$ cat config.mk
export PLATFORM = sky130hd
export DESIGN_NAME = serial_sub
export DESIGN_NICKNAME = d
export VERILOG_FILES = /design/src/rtl/serial_sub.sv
export SDC_FILE = /design/constraint.sdc
export NUM_CORES = 1
export LEC_CHECK = 0
export ABC_AREA = 1
export ABC_CLOCK_PERIOD_IN_PS = 1500
export BUFFER_PORTS_ARGS = -buffer_cell sky130_fd_sc_hd__clkbuf_2
export CAP_MARGIN = 20
export CORE_MARGIN = 10
export CORE_UTILIZATION = 52
export CTS_BUF_LIST = sky130_fd_sc_hd__clkbuf_8
export CTS_CLUSTER_DIAMETER = 150
export DETAILED_ROUTE_END_ITERATION = 10
export HOLD_SLACK_MARGIN = 0.05
export PLACE_DENSITY = 0.77
export SYNTH_ARGS = -nofsm -noshare
export SYNTH_HDL_FRONTEND = slang
export SYNTH_SLANG_ARGS = --single-unit
$ cat constraint.sdc
create_clock -name clk -period 1.5 [get_ports clk]
set_clock_uncertainty 0.2 [all_clocks]
set_input_delay 0.075 -clock clk [delete_from_list [all_inputs] [get_ports clk]]
set_output_delay 0.075 -clock clk [all_outputs]
set_load 0.02 [all_outputs]
$ cat src/rtl/serial_sub.sv
// Bit-serial subtractor: diff = a - b - bin, one bit per clock, LSB first.
// A single full-subtractor cell and one borrow flop do the work; the
// result is presented as {borrow_out, difference}, matching the adder's format.
//
// state | meaning
// IDLE  | waiting for start; diff holds the last completed result
// SHIFT | one difference bit produced per edge, WIDTH edges in total
// DONE  | single-cycle result-valid pulse; a new start is accepted here
module serial_sub #(
  parameter int WIDTH = 4,
  parameter int CW    = 6
) (
  input  logic             clk,
  input  logic             rst_n,
  input  logic             start,
  input  logic [WIDTH-1:0] a,
  input  logic [WIDTH-1:0] b,
  input  logic             bin,
  output logic             busy,
  output logic             done,
  output logic [WIDTH:0]   diff
);

  typedef enum logic [1:0] {
    IDLE  = 2'd0,
    SHIFT = 2'd1,
    DONE  = 2'd2
  } state_t;

  state_t           state;
  state_t           state_nxt;
  logic             load;
  logic             step;
  logic             last;
  logic [WIDTH-1:0] a_sr;
  logic [WIDTH-1:0] b_sr;
  logic [WIDTH-1:0] res_sr;
  logic             bor;
  logic             bor_nxt;
  logic             d;
  logic [CW-1:0]    cnt;

  // Full-subtractor cell on the current LSBs.
  assign d       = a_sr[0] ^ b_sr[0] ^ bor;
  assign bor_nxt = (~a_sr[0] & b_sr[0]) | (~(a_sr[0] ^ b_sr[0]) & bor);
  assign last    = (cnt == CW'(WIDTH - 1));

  // Next-state decode; DONE accepts start directly for back-to-back operation.
  always_comb begin
    state_nxt = state;
    load      = 1'b0;
    step      = 1'b0;
    case (state)
      IDLE: begin
        if (start) begin
          load      = 1'b1;
          state_nxt = SHIFT;
        end
      end
      SHIFT: begin
        step = 1'b1;
        if (last) state_nxt = DONE;
      end
      DONE: begin
        if (start) begin
          load      = 1'b1;
          state_nxt = SHIFT;
        end else begin
          state_nxt = IDLE;
        end
      end
      default: state_nxt = IDLE;
    endcase
  end

  // State register; busy/done are flopped from the next state so they are glitch-free.
  always_ff @(posedge clk or negedge rst_n) begin
    if (!rst_n) begin
      state <= IDLE;
      busy  <= 1'b0;
      done  <= 1'b0;
    end else begin
      state <= state_nxt;
      busy  <= (state_nxt == SHIFT);
      done  <= (state_nxt == DONE);
    end
  end

  // Operand shift registers, borrow flop, bit counter and result capture.
  always_ff @(posedge clk or negedge rst_n) begin
    if (!rst_n) begin
      a_sr   <= '0;
      b_sr   <= '0;
      res_sr <= '0;
      bor    <= 1'b0;
      cnt    <= '0;
      diff   <= '0;
    end else if (load) begin
      a_sr   <= a;
      b_sr   <= b;
      res_sr <= '0;
      bor    <= bin;
      cnt    <= '0;
    end else if (step) begin
      a_sr   <= a_sr >> 1;
      b_sr   <= b_sr >> 1;
      res_sr <= {d, res_sr[WIDTH-1:1]};
      bor    <= bor_nxt;
      cnt    <= cnt + CW'(1);
      // diff only ever sees a complete word, never a partial result.
      if (last) diff <= {bor_nxt, d, res_sr[WIDTH-1:1]};
    end
  end

endmodule

==> impl_metrics.yaml <==
final_layout:
  layout_common_cells: "41 x nand2_1, 27 x dfrtp_1, 18 x clkbuf_2"
  diodes: 0
  drive_above_1_share_pct: 27.75
  seqCellArea_um2: 675.6
  area_growth_pct: 23.46
  multi_input_area_um2: 523.0
  stdcell_count: 201
  final_area_um2: 1580
  nets: 188
  layout_commonest_cell: "nand2_1"
  fillCellCount: 171
logic_synthesis:
  syn_area_um2: 1280
  syn_inst: 138
  synth.distinct_cells: 24
  synth_fp_nets: 152
  synth_seq_cells: 27
  avgSynthCellArea_um2: 9.275
  synth.area.top_cells: "dfrtp_1 53%, nand2_1 12%, nand3_1 4.7%"
  ys_seq_area_share_pct: 52.79
  synth.top_cell.area_share_pct: 52.79
  ys_warn_count: 0
  synth_top_area_cell: "dfrtp_1"
drt:
  drc: 0
  drt_iter0_drc: 59
  vias: 1003
  drt-total-wl_mm: 2.646
  first_pass_iters: 4
  wl_per_cell_um: 13.16
  final_antenna_net_count: 0
  via_per_inst: 4.990
clock_tree:
  cts-root-buf: "clkbuf_8"
  cts_tree: "done"
  numClockSinks: 27
  clk_latency_ns: 0.27
  htreeDepth: 1
  clk_path_buf_depth: 2
  cts_buffers: 3
  cts.clk_slew.worst_paths_ns: 0.09
critical_path:
  slowest_stage: "dfrtp_1"
  cpPeakStageDelay_ns: 0.41
  startpoint_type: "register"
  crit_type: "reg -> reg"
  crit_required_ns: 1.47
  worstPathCellList: "ha_4 -> nand3_2 -> nor2_4 -> nand2_2 -> nand2_1 -> nand2_1"
  crit_top_cell: "nand2_1"
  critPathTopFamily: "simple AND/OR/NAND/NOR gates"
  end_kind: "register"
  crit_buf_inv: 0
  arrival_ns: 1.40
  path_max_fanout: 7
sta:
  period_minus_slack_ns: 1.426
  clock.fmax_mhz: 701.1
  setup_viol: 0
  slew_headroom_pct: 56.10
  hold_ws_ns: 0.1547
  hold_violations: 0
  drv_slew: 0
  fin_crit_sh_pct: 95.09
  worst_pin_slew_ns: 0.6586
die:
  ios: 19
  die_x_um: 69.62
  die_area_um2: 4846
  coreArea_um2: 2276
  row_count: 17
  fp.dieH_um: 69.62
  start_util_pct: 56.24
global_routing:
  grt_max_degree: 28
  grt_antenna_before_repair: 0
  grt_pass1_wl_mm: 4.526
  grt-ovfl-total: 0
  grt_pass1_vias: 983
  grt_use_total_pct: 10.94
place:
  port_buffers: 18
  gp_congestion: 0.7782
  place_inst: 184
  dp_hpwl_mm: 1.777
  postPlaceCellArea_um2: 1398
pwr:
  ir_worst_vdd_v: 0.0007465
  leakage_nw: 0.8443
  power_w: 0.001178
  powerDensity_nw_per_um2: 745.2
run:
  max-cap-violations: 0
run_status:
  status: "finished clean"
worst_hold_path:
  hold_class: "in -> async"
==> stage by stage <==
stage          utilization, %  setup slack, ns  setup TNS, ns
2_1_floorplan               -           0.1202              0
3_3_place_gp            61.41          0.09839              0
3_5_place_dp            61.41          0.04806              0
4_1_cts                 68.22          0.03775              0
5_1_grt                 69.43         -0.04562       -0.05908
6_report                69.43          0.07366              0
==> repair_timing <==
action | in CTS | in global routing
buffers inserted | 0 | 2
hold endpoints to repair | 39 | 0
setup endpoints to repair | 0 | 5
hold buffers | 11 | 0
gates resized for setup | 0 | 2
==> final timing paths <==
| kind | startpoint | end | slack [ns] | cells past startpoint |
|---|---|---|---|---|
| max | cnt[1] | diff[1] | 0.07 | 6 |
| min | rst_n | diff[2] | 0.15 | 2 |
| max reg2reg | cnt[1] | diff[1] | 0.07 | 6 |
| min reg2reg | diff[0] | diff[0] | 0.28 | 2 |
| max in group asynchronous | rst_n | res_sr[2] | 0.52 | 2 |
| min in group clk | diff[0] | diff[0] | 0.28 | 2 |
==> per-layer routing <==
layer  vias to the layer above  part of all wire, %  GRT usage (%)
met1                       478                   42          12.23
met4                         0                 0.87          3.261
met3                         2                  6.1          4.708
met2                        23                   51          18.35
li1                        500                    -              -
met5                         -                    0              0
==> cell families after synthesis <==
logic type               count (synthesis)  synth area share [%]
AND/OR/NAND/NOR                         74                 28.06
adder cells (fa/ha/maj)                  2                 2.541
AO/OA/AOI/OAI                           14                 9.287
flip-flops                              27                 52.79
buffers and inverters                   21                 7.331
==> sequential cells by signal, indices dropped and copies added (netlist names) <==
signal / count
a_sr: 4
res_sr: 3
cnt: 6
state: 2
busy: 1
b_sr: 4
done: 1
bor: 1
diff: 5
==> synth_stat cells <==
master and number:
nand2_1 41, dfrtp_1 27, inv_1 16, nand3_1 12, nor2_1 8, o21ai_0 4, inv_2 3, o211ai_2 3
o21ai_2 3, a21oi_2 2, buf_6 2, nand2_2 2, nand2_4 2, nor2_2 2, nor2_4 2, fa_1 1
ha_1 1, nand3_2 1, nand3b_1 1, nand4_1 1, nor3_1 1, nor3_4 1, o21ai_1 1, o22ai_2 1
==> power by group <==
part	switching, W	leakage, nW	internal, W
combinational	0.0000214	0.465	0.0000284
clock	0.000217	0.0269	0.000184
sequential	0	0.352	0.000727
==> area by class of cell <==
| type | instances | share of cell area, % |
|---|---|---|
| sequential | 27 | 42.76 |
| clock buffer | 3 | 2.613 |
| clock inverter | 1 | 0.2375 |
| tap | 28 | 2.217 |
| timing repair buffer | 33 | 14.57 |
| inverter | 19 | 4.513 |
| multi-input combinational | 90 | 33.10 |
No activity file was read; power rests on OpenSTA's default activity.
